<file path="src/rtl/if_id_queue.sv">
// ----------------------------------------------------------------------------------------
// if_id_queue
//   Instruction queue between the fetch (IF) and decode (ID) stages. Buffers {pc, instr}
//   pairs from IF and presents them to ID in order. Drives IF's hlt input as backpressure
//   and flushes on a control-flow redirect (the same pulse that drives IF's useAlt).
//
// Parameters
//   DEPTH   queue entries; power of two, >= 2
//   SKID    free slots left when ifHlt asserts; covers the synchronous IM read lag
//
// Ports
//   clk      in   clock, all state changes on posedge
//   nRst     in   asynchronous reset, active low
//   ifValid  in   ifPc/ifInstr hold a fetched pair this cycle
//   ifPc     in   PC of the fetched instruction
//   ifInstr  in   fetched instruction word
//   ifHlt    out  freeze the IF PC
//   flush    in   redirect pulse; discards all entries at the next edge
//   idStall  in   ID cannot accept this cycle
//   idValid  out  idPc/idInstr valid
//   idPc     out  head entry PC (0 when empty)
//   idInstr  out  head entry instruction (0 when empty)
//   count    out  current occupancy, 0..DEPTH
//   ovfErr   out  sticky: push attempted while full with no pop
//
// Configuration
//   IFQ_BYPASS_EN  when defined, an empty queue forwards ifPc/ifInstr straight to ID in
//                  the same cycle; the entry is only written if ID stalls.
// ----------------------------------------------------------------------------------------
module if_id_queue #(
   parameter int unsigned DEPTH = 4,
   parameter int unsigned SKID  = 1
) (
   input  logic                     clk,
   input  logic                     nRst,
   input  logic                     ifValid,
   input  logic [15:0]              ifPc,
   input  logic [15:0]              ifInstr,
   output logic                     ifHlt,
   input  logic                     flush,
   input  logic                     idStall,
   output logic                     idValid,
   output logic [15:0]              idPc,
   output logic [15:0]              idInstr,
   output logic [$clog2(DEPTH):0]   count,
   output logic                     ovfErr
);

   localparam int unsigned PW = $clog2(DEPTH);
   localparam int unsigned CW = PW + 1;
   localparam logic [CW-1:0] FullLevel = CW'(DEPTH);
   localparam logic [CW-1:0] HltLevel  = CW'(DEPTH - SKID);

   logic [15:0]   mem_pc    [DEPTH];
   logic [15:0]   mem_instr [DEPTH];

   logic [PW-1:0] rd_ptr_q, rd_ptr_d;
   logic [PW-1:0] wr_ptr_q, wr_ptr_d;
   logic [CW-1:0] count_q, count_d;
   logic          ovf_q, ovf_d;

   logic          not_empty;
   logic          full;
   logic          bypass;
   logic          byp_take;
   logic          push;
   logic          pop;
   logic          do_rd;
   logic          do_wr;

   always_comb begin
      not_empty = (count_q != '0);
      full      = (count_q == FullLevel);
`ifdef IFQ_BYPASS_EN
      bypass    = ~not_empty & ifValid & ~flush;
`else
      bypass    = 1'b0;
`endif

      // Head path: stored entry first, then the bypassed fetch, else zeros
      idValid = not_empty | bypass;
      if (not_empty) begin
         idPc    = mem_pc[rd_ptr_q];
         idInstr = mem_instr[rd_ptr_q];
      end else if (bypass) begin
         idPc    = ifPc;
         idInstr = ifInstr;
      end else begin
         idPc    = 16'd0;
         idInstr = 16'd0;
      end

      push     = ifValid & ~flush;
      pop      = idValid & ~idStall & ~flush;
      // A bypassed entry consumed by ID never lands in storage
      byp_take = bypass & ~idStall;
      do_rd    = pop & not_empty;
      // Full is still writable when the head leaves in the same cycle
      do_wr    = push & ~byp_take & (~full | do_rd);

      ovf_d    = ovf_q | (push & full & ~do_rd);

      rd_ptr_d = rd_ptr_q;
      wr_ptr_d = wr_ptr_q;
      count_d  = count_q;
      if (flush) begin
         rd_ptr_d = '0;
         wr_ptr_d = '0;
         count_d  = '0;
      end else begin
         if (do_rd) rd_ptr_d = rd_ptr_q + PW'(1);
         if (do_wr) wr_ptr_d = wr_ptr_q + PW'(1);
         if (do_wr && !do_rd) count_d = count_q + CW'(1);
         else if (do_rd && !do_wr) count_d = count_q - CW'(1);
      end

      ifHlt  = (count_q >= HltLevel) & ~flush;
      count  = count_q;
      ovfErr = ovf_q;
   end

   always_ff @(posedge clk or negedge nRst) begin
      if (!nRst) begin
         rd_ptr_q <= '0;
         wr_ptr_q <= '0;
         count_q  <= '0;
         ovf_q    <= 1'b0;
      end else begin
         rd_ptr_q <= rd_ptr_d;
         wr_ptr_q <= wr_ptr_d;
         count_q  <= count_d;
         ovf_q    <= ovf_d;
      end
   end

   // Storage is intentionally not reset
   always_ff @(posedge clk) begin
      if (do_wr) begin
         mem_pc[wr_ptr_q]    <= ifPc;
         mem_instr[wr_ptr_q] <= ifInstr;
      end
   end

endmodule

</file>
<file path="config.mk">
export PLATFORM = sky130hd
export DESIGN_NAME = if_id_queue
export DESIGN_NICKNAME = d
export VERILOG_FILES = /design/src/rtl/if_id_queue.sv
export SDC_FILE = /design/constraint.sdc
export NUM_CORES = 1
export LEC_CHECK = 0
export ABC_CLOCK_PERIOD_IN_PS = 3300
export CORE_ASPECT_RATIO = 0.9
export CORE_MARGIN = 2
export CORE_UTILIZATION = 57
export CTS_CLUSTER_DIAMETER = 30
export DETAILED_ROUTE_END_ITERATION = 10
export GPL_TIMING_DRIVEN = 0
export PLACE_DENSITY = 0.84
export SYNTH_ARGS = -nofsm -noshare
export SYNTH_HDL_FRONTEND = slang
export SYNTH_SLANG_ARGS = --single-unit
export TNS_END_PERCENT = 30
</file>
<file path="constraint.sdc">
create_clock -name clk -period 3.3 [get_ports clk]
set_input_delay 0.495 -clock clk [delete_from_list [all_inputs] [get_ports clk]]
set_output_delay 0.495 -clock clk [all_outputs]
set_load 0.01 [all_outputs]
</file>
==> qor.yml, run 1 <==
status: "finished clean"
crit_required_ns: 2.80
endpoint_kind: "primary output"
h-tree-depth: 4
leakage_nw: 2.274
cts-root-buf: "clkbuf_8"
stdcell_area_um2: 6918
initial_core_util_pct: 59.36
ant_nets: 0
nets: 406
syn_area_per_cell_um2: 20.17
postCtsSetupBuffers: 0
area_growth_pct: 26.58
dp_hpwl_um: 5897
gp_congestion: 0.8043
grt-ovfl-total: 0
maxSlewViolCount: 0
hold_viol_final: 0
drc_errors: 0
placed_area_um2: 6364
endpoint: "idInstr[2]"
grt_pass1_vias: 3064
synth_area_leader_cell: "edfxtp_1"
antenna_cells: 0
finalSetupTns_ns: 0
max_freq_mhz: 327.1
route.vias.total: 2849
setup_ws_ns: 0.2431
tightest_slew_ns: 0.8925
dr.first_iter.drc_count: 147
cts_sinks: 136
yosys_warnings: 0
synth_seq_cells: 136
post-route-min-period_ns: 3.057
worstPathArrival_ns: 2.56
layout_common_cells: "edfxtp_1 (128), clkdlybuf4s50_1 (74), nor2b_1 (34)"
synth_edf_count: 128
crit_start: "count[0]"
r2r_end: "mem_pc[0][15]"
portBuffers: 74
synth_cells: 271
die_h_um: 96.90
finalCritPeriodShare_pct: 92.63
fin_util_pct: 75.13
clkSlewWorstSetupHoldPaths_ns: 0.07
setup_viol: 0
ir_drop_mv: 0.4850
r2r-start: "count[0]"
drive_above_1_share_pct: 21.75
fillers: 536
cts_tree: "built"
grt_usage_pct: 20.72
cts_hold_buf: 0
final_common_cell: "edfxtp_1"
wl_per_cell_um: 20.08
ys_seq_area_share_pct: 73.99
cts_inserted_buffers: 17
dp.cells: 467
yosysUniqueCellTypes: 39
synthArstFlopShare_pct: 5.882
syn-cell-area_um2: 5465
rsz0062_at_grt: "no"
slew_headroom_pct: 40.50
multiInputGateArea_um2: 1306
num_rows: 33
layoutNonFillerInstCount: 499
pwr_density_cell_nw_per_um2: 782.3
cts.repair.resized: 0
antenna_found_initial: 0
r2r_cells: 4
grt_pass1_wl_um: 15770
worstPathMaxFanout: 10
avgViaCountPerCell: 5.709
grt_start_max_net_pins: 33
die_w_um: 107.2
top_level_ports: 75
clk_path_buf_depth: 2
wirelength_um: 10020
synthTopCellsByArea: "edfxtp_1 (70%), mux4_2 (12%), nor2b_1 (3.9%)"
core_um2: 9208
die_area_um2: 10390
yosysTopAreaCellShare_pct: 70.33
drt-pass1-iter-count: 4
dp_slack_ns: 0.6145
r2r_setup_slack_ns: 0.99
syn_nets: 313
finClkSkew_ns: 0.009843
path_class: "reg -> out"
seqCellArea_um2: 4044
insertion_delay_ns: 0.51
maxCapViolations: 0
synth_flop_cell: "edfxtp_1"
hold_path_class: "in -> async"
startpoint_type: "register"
power by group:
part	internal (mW)	switching [mW]	total, mW
Clock	0.953	0.775	1.73
Sequential	1.99	0.0373	2.03
Combinational	0.891	0.767	1.66
Total	3.83	1.58	5.41
through the flow:
| stage | hold WS [ns] | power [mW] |
|---|---|---|
| floorplan | 0.1994 | 2.953 |
| global placement | 0.4699 | 3.680 |
| detailed placement | 0.4759 | 3.718 |
| CTS | 0.2587 | 5.442 |
| global route | 0.2804 | 5.651 |
| finish | 0.2772 | 5.412 |
registers in the layout, summed over array words and instances (netlist names):
signal / count
mem_pc: 64
rd_ptr_q: 2
ovfErr: 1
mem_instr: 64
wr_ptr_q: 2
count: 3
worst max-delay path, stage by stage (launching register included):
cell	delay (ns)
dfrtp_1	0.37
clkbuf_2	0.18
nor3_4	0.37
clkbuf_1	0.46
nor2b_1	0.14
clkdlybuf4s50_1	0.52
worst min path at each step:
stage / from / to / slack (ns) / depth (start not counted)
finish: nRst / count[0] / 0.28 / 1
floorplan: nRst / count[0] / 0.20 / 0
CTS: nRst / count[0] / 0.26 / 1
global placement: ovfErr / ovfErr / 0.47 / 1
detailed placement: ovfErr / ovfErr / 0.48 / 1
global route: nRst / ovfErr / 0.28 / 1
kinds of logic after synthesis:
logic type / Yosys count / synth area share (%)
AOI/OAI and AO/OA: 17 / 2.243
xor gates and xnor gates: 1 / 0.1603
adders and majority gates: 5 / 1.282
buffers and inverters: 23 / 2.312
DFF: 136 / 73.99
muxes: 34 / 13.74
and+or+nand+nor: 55 / 6.273
cells in the mapped netlist, drive strengths merged (2+ instances only):
cell,count
edfxtp,128
and2,4
mux4,32
a211oi,2
mux2,2
nor2,6
clkbuf,6
a21oi,4
a31oi,3
dfrtp,8
buf,10
nor2b,34
ha,4
a21o,2
nand2b,2
inv,7
per-layer routing:
| layer | track usage (%) | part of all wire, % | vias to the layer above |
|---|---|---|---|
| li1 | - | - | 1265 |
| met5 | 0 | 0 | - |
| met4 | 5.694 | 0.56 | 0 |
| met1 | 28.26 | 44 | 1478 |
| met3 | 7.210 | 5.8 | 7 |
| met2 | 32.23 | 50 | 99 |
final cells by class:
type	count	area share, %
Tap cell	122	2.207
Timing Repair Buffer	74	10.71
Clock buffer	17	5.987
Buffer	16	1.447
Multi-Input combinational cell	112	18.88
Clock inverter	15	1.935
Sequential cell	136	58.46
Inverter	7	0.3798
Note: power is estimated with default switching activity, not from simulation.
==> inputs of run 2 (changes only) <==
--- a/config.mk
+++ b/config.mk
@@ -5,14 +5,14 @@
 export SDC_FILE = /design/constraint.sdc
 export NUM_CORES = 1
 export LEC_CHECK = 0
-export ABC_CLOCK_PERIOD_IN_PS = 3300
+export ABC_CLOCK_PERIOD_IN_PS = 2500
 export CORE_ASPECT_RATIO = 0.9
 export CORE_MARGIN = 2
-export CORE_UTILIZATION = 57
+export CORE_UTILIZATION = 49
 export CTS_CLUSTER_DIAMETER = 30
 export DETAILED_ROUTE_END_ITERATION = 10
 export GPL_TIMING_DRIVEN = 0
-export PLACE_DENSITY = 0.84
+export PLACE_DENSITY = 0.76
 export SYNTH_ARGS = -nofsm -noshare
 export SYNTH_HDL_FRONTEND = slang
 export SYNTH_SLANG_ARGS = --single-unit
==> constraint.sdc (replaced) <==
create_clock -name clk -period 2.5 [get_ports clk]
set_input_delay 0.375 -clock clk [delete_from_list [all_inputs] [get_ports clk]]
set_output_delay 0.375 -clock clk [all_outputs]
set_load 0.01 [all_outputs]
==> qor.yml, run 2 (synthesis gave the netlist of run 1 again) <==
die_w_um: 115.3
startpoint_type: "register"
die_area_um2: 12020
die_h_um: 104.2
grt-ovfl-total: 0
wirelength_um: 9919
cts-root-buf: "clkbuf_16"
rsz0062_at_grt: "yes"
dr.first_iter.drc_count: 162
tightest_slew_ns: 0.8916
layout_common_cells: "edfxtp_1 (128), clkdlybuf4s50_1 (42), nor2b_1 (34)"
post-route-min-period_ns: 2.401
nets: 413
setup_viol: 0
crit_start: "count[1]"
avgViaCountPerCell: 5.266
drt-pass1-iter-count: 4
pwr_density_cell_nw_per_um2: 1027
cts_inserted_buffers: 17
grt_pass1_wl_um: 15440
layoutNonFillerInstCount: 534
antenna_cells: 0
final_common_cell: "edfxtp_1"
grt_usage_pct: 17.81
grt_pass1_vias: 2931
dp_hpwl_um: 5969
top_level_ports: 75
clk_path_buf_depth: 2
status: "finished clean"
area_growth_pct: 29.28
insertion_delay_ns: 0.41
ant_nets: 0
fin_util_pct: 65.09
antenna_found_initial: 0
initial_core_util_pct: 50.35
dp.cells: 497
hold_path_class: "in -> async"
cts_sinks: 136
whs_ns: 0.2472
hold_viol_final: 0
slew_headroom_pct: 40.56
drive_above_1_share_pct: 22.77
core_um2: 10860
gp_congestion: 0.7850
num_rows: 36
h-tree-depth: 4
worstPathMaxFanout: 10
ir_drop_mv: 0.5126
finalSetupTns_ns: 0
route.vias.total: 2812
max_freq_mhz: 416.6
maxSlewViolCount: 0
endpoint_kind: "primary output"
drc_errors: 0
leakage_nw: 2.505
finalCritPeriodShare_pct: 96.02
clkSlewWorstSetupHoldPaths_ns: 0.05
cts_tree: "built"
portBuffers: 74
r2r-start: "count[0]"
wl_per_cell_um: 18.57
grt_start_max_net_pins: 33
finClkSkew_ns: 0.006146
maxCapViolations: 0
path_class: "reg -> out"
fillers: 765
crit_required_ns: 2.12
worstPathArrival_ns: 2.03
run 2: layout make-up:
class | instances | area [µm²] | area share, %
clock buffers | 19 | 432.9 | 6.127
inverters | 7 | 26.28 | 0.3719
well taps | 152 | 190.2 | 2.692
multi-input cells | 112 | 1308 | 18.51
clock inverters | 11 | 132.6 | 1.877
plain buffers | 14 | 145.1 | 2.054
repair buffers | 83 | 787.0 | 11.14
flip-flops and latches | 136 | 4044 | 57.23
run 2: worst paths after layout:
kind / endpoint / slack, ns / depth (start not counted)
min: count[0] / 0.25 / 1
min in group clk: ovfErr / 0.47 / 1
max reg2reg: mem_pc[1][12] / 0.15 / 3
max in group asynchronous: rd_ptr_q[0] / 1.98 / 1
min reg2reg: ovfErr / 0.47 / 1
max: idValid / 0.1 / 5
run 2: critical path, cell delays in order (launching register included):
cell	delay [ns]
dfrtp_1	0.49
nor3_4	0.30
buf_4	0.17
buf_6	0.14
inv_1	0.05
clkdlybuf4s50_1	0.46
run 2: per-stage QoR:
step / power [mW] / setup WS, ns / cell area [µm²]
after floorplan: 3.898 / 0.2761 / 5465
after global placement: 4.874 / -0.5892 / 6396
after detailed placement: 4.899 / -0.08629 / 6401
after CTS: 7.254 / -0.07656 / 7020
after global routing: 7.583 / -0.02577 / 7066
final: 7.259 / 0.09946 / 7066
run 2: power breakdown:
part	switching [mW]	leakage, nW	internal (mW)	total [mW]
clock network	0.845	0.275	1.54	2.38
registers	0.0758	1.27	2.63	2.70
logic	1.00	0.963	1.17	2.17
run 2: what timing repair did:
action	CTS	global route
setup endpoints to repair	33	38
hold buffers	0	0
pin swaps	1	1
cloned	0	0
setup buffers	5	4
gates resized for setup	44	9
run 2: routing by layer:
| metal | GRT usage [%] | wire length, µm | vias up |
|---|---|---|---|
| li1 | - | - | 1281 |
| met1 | 22.80 | 4283 | 1431 |
| met2 | 28.45 | 4936 | 88 |
| met3 | 5.769 | 559 | 12 |
| met4 | 6.713 | 139 | 0 |
| met5 | 0 | 0 | - |
==> inputs of run 3 (changes only) <==
--- a/config.mk
+++ b/config.mk
@@ -5,6 +5,7 @@
 export SDC_FILE = /design/constraint.sdc
 export NUM_CORES = 1
 export LEC_CHECK = 0
+export ABC_AREA = 1
 export ABC_CLOCK_PERIOD_IN_PS = 2500
 export CORE_ASPECT_RATIO = 0.9
 export CORE_MARGIN = 2
@@ -13,6 +14,7 @@
 export DETAILED_ROUTE_END_ITERATION = 10
 export GPL_TIMING_DRIVEN = 0
 export PLACE_DENSITY = 0.76
+export SKIP_LAST_GASP = 1
 export SYNTH_ARGS = -nofsm -noshare
 export SYNTH_HDL_FRONTEND = slang
 export SYNTH_SLANG_ARGS = --single-unit
==> qor.yml, run 3 <==
max_freq_mhz: 382.1
wirelength_um: 12270
clk_path_buf_depth: 2
grt_pass1_wl_um: 18810
synth_edf_count: 128
violations: "negative setup slack"
gp_congestion: 0.7779
antenna_cells: 0
slowest_delay_ns: 0.59
yosys_warnings: 0
finClkSkew_ns: 0.006369
path_buf_inv: 5
dp_hpwl_um: 7541
synthTopCellsByArea: "edfxtp_1 (69%), nor2_1 (9.0%), o21ai_0 (5.2%)"
portBuffers: 74
grt_usage_pct: 20.87
initial_core_util_pct: 50.77
cts_inserted_buffers: 17
dp_slack_ns: -0.06647
path_cells: "buf_4 > inv_1 > buf_4 > buf_4 > o21ai_0 > a21oi_1 > clkdlybuf4s50_1"
synth_area_leader_cell: "edfxtp_1"
cts_tree: "built"
wl_met1_um: 5234
num_rows: 36
die_h_um: 104.8
tightest_slew_ns: 0.4683
cp_common_cell: "buf_4"
endpoint_kind: "primary output"
hold_path_class: "in -> async"
nets: 593
crit_slowest_cell: "clkdlybuf4s50_1"
die_w_um: 116.0
synth_seq_cells: 136
drive_above_1_share_pct: 12.43
maxCapViolations: 0
grt_start_max_net_pins: 27
post-route-min-period_ns: 2.617
yosysTopAreaCellShare_pct: 69.46
top_level_ports: 75
synth_flop_cell: "edfxtp_1"
insertion_delay_ns: 0.41
antenna_found_initial: 0
clkSlewWorstSetupHoldPaths_ns: 0.06
stdcell_area_um2: 7193
slew_headroom_pct: 68.78
whs_ns: 0.2409
maxSlewViolCount: 0
avgViaCountPerCell: 5.283
setup_ws_ns: -0.1169
synthArstFlopShare_pct: 5.882
synth.most_common_cell: "nor2_1"
grt-ovfl-total: 0
postCtsSetupBuffers: 0
wl_met3_um: 689
path_class: "reg -> out"
core_um2: 10900
area_growth_pct: 29.98
ant_nets: 0
pwr_density_cell_nw_per_um2: 1059
synthTopCellsByCount: "nor2_1 (133), edfxtp_1 (128), o21ai_0 (58)"
syn-cell-area_um2: 5534
fin_util_pct: 65.99
synth_cells: 454
final_common_cell: "nor2_1"
top_layer_used: "met4"
finalCritPeriodShare_pct: 104.7
syn_area_per_cell_um2: 12.19
ys_seq_area_share_pct: 73.07
startpoint_type: "register"
worstPathArrival_ns: 2.24
worstPathMaxFanout: 10
drc_errors: 0
drt-pass1-iter-count: 5
cts-root-buf: "clkbuf_16"
h-tree-depth: 4
syn_nets: 496
layout_common_cells: "nor2_1 (129), edfxtp_1 (128), clkdlybuf4s50_1 (62)"
cts_sinks: 136
leakage_nw: 2.641
route.vias.total: 3777
cts_hold_buf: 0
rsz0062_at_grt: "yes"
yosysUniqueCellTypes: 26
crit_family: "buffers and inverters"
grt_pass1_vias: 3734
wl_per_cell_um: 17.16
dr.first_iter.drc_count: 309
placed_area_um2: 6583
status: "finished, violations left"
met2_length_um: 6217
hold_viol_final: 0
crit_required_ns: 2.12
die_area_um2: 12160
ir_drop_mv: 0.5298
setup_viol: 17
==> run 3: per-stage QoR <==
step / cells / total power, mW / TNS (ns)
global placement: 680 / 5.152 / -225.01
CTS: 715 / 7.644 / -2.718
floorplan: 454 / 4.016 / -30.28
detailed placement: 684 / 5.230 / -2.166
global route: 715 / 7.980 / -3.296
finish: 715 / 7.617 / -0.9988
==> run 3: repair_timing <==
| action | in CTS | in global routing |
|---|---|---|
| pin swaps | 1 | 0 |
| gates resized for setup | 13 | 16 |
| endpoints found under the setup margin | 32 | 27 |
==> run 3: cell families (layout without fill, tap and decap cells) <==
group,after synthesis,after routing,share of synthesized area [%]
flip-flops,136,136,73.07
adder cells (fa/ha/maj),5,5,1.266
AND/OR/NAND/NOR,166,166,12.37
buffers and inverters,43,152,3.730
AO/OA/AOI/OAI,104,104,9.564
==> run 3: path summary, 6_finish.rpt <==
kind / from / cells after the start / slack (ns) / to
worst max-delay path: rd_ptr_q[0] / 7 / -0.12 / idPc[15]
max in group asynchronous: nRst / 1 / 2.00 / count[1]
worst min-delay path: nRst / 1 / 0.24 / count[0]
worst max register to register: count[2] / 7 / 0.47 / mem_instr[0][11]
worst min register to register: ovfErr / 1 / 0.50 / ovfErr
min in group clk: ovfErr / 1 / 0.50 / ovfErr
==> run 3: report_power, final <==
| part | switching (mW) | internal, mW |
|---|---|---|
| Combinational | 1.39 | 1.05 |
| Sequential | 0.0648 | 2.65 |
| Clock | 0.906 | 1.55 |
==> run 3: layout make-up <==
class                           count  area, µm²
Buffer                             25      163.9
Clock buffer                       18      429.2
Clock inverter                     13      156.4
Fill cell                         835       3707
Inverter                           18      67.56
Multi-Input combinational cell    275       1314
Sequential cell                   136       4044
Tap cell                          152      190.2
Timing Repair Buffer               78      828.3
==> run 3: worst reg2reg max path: stages, from the launching register on <==
cell,delay (ns)
dfrtp_1,0.44
inv_1,0.13
nand2_4,0.12
nand2_4,0.09
nand3_2,0.10
nand2_2,0.17
nor2_4,0.43
buf_16,0.24
==> run 3: per-layer routing <==
layer | up-vias | global-route usage (%)
met5 | - | 0
met4 | 0 | 6.888
met3 | 13 | 4.872
met2 | 155 | 34.67
met1 | 1835 | 27.10
li1 | 1774 | -
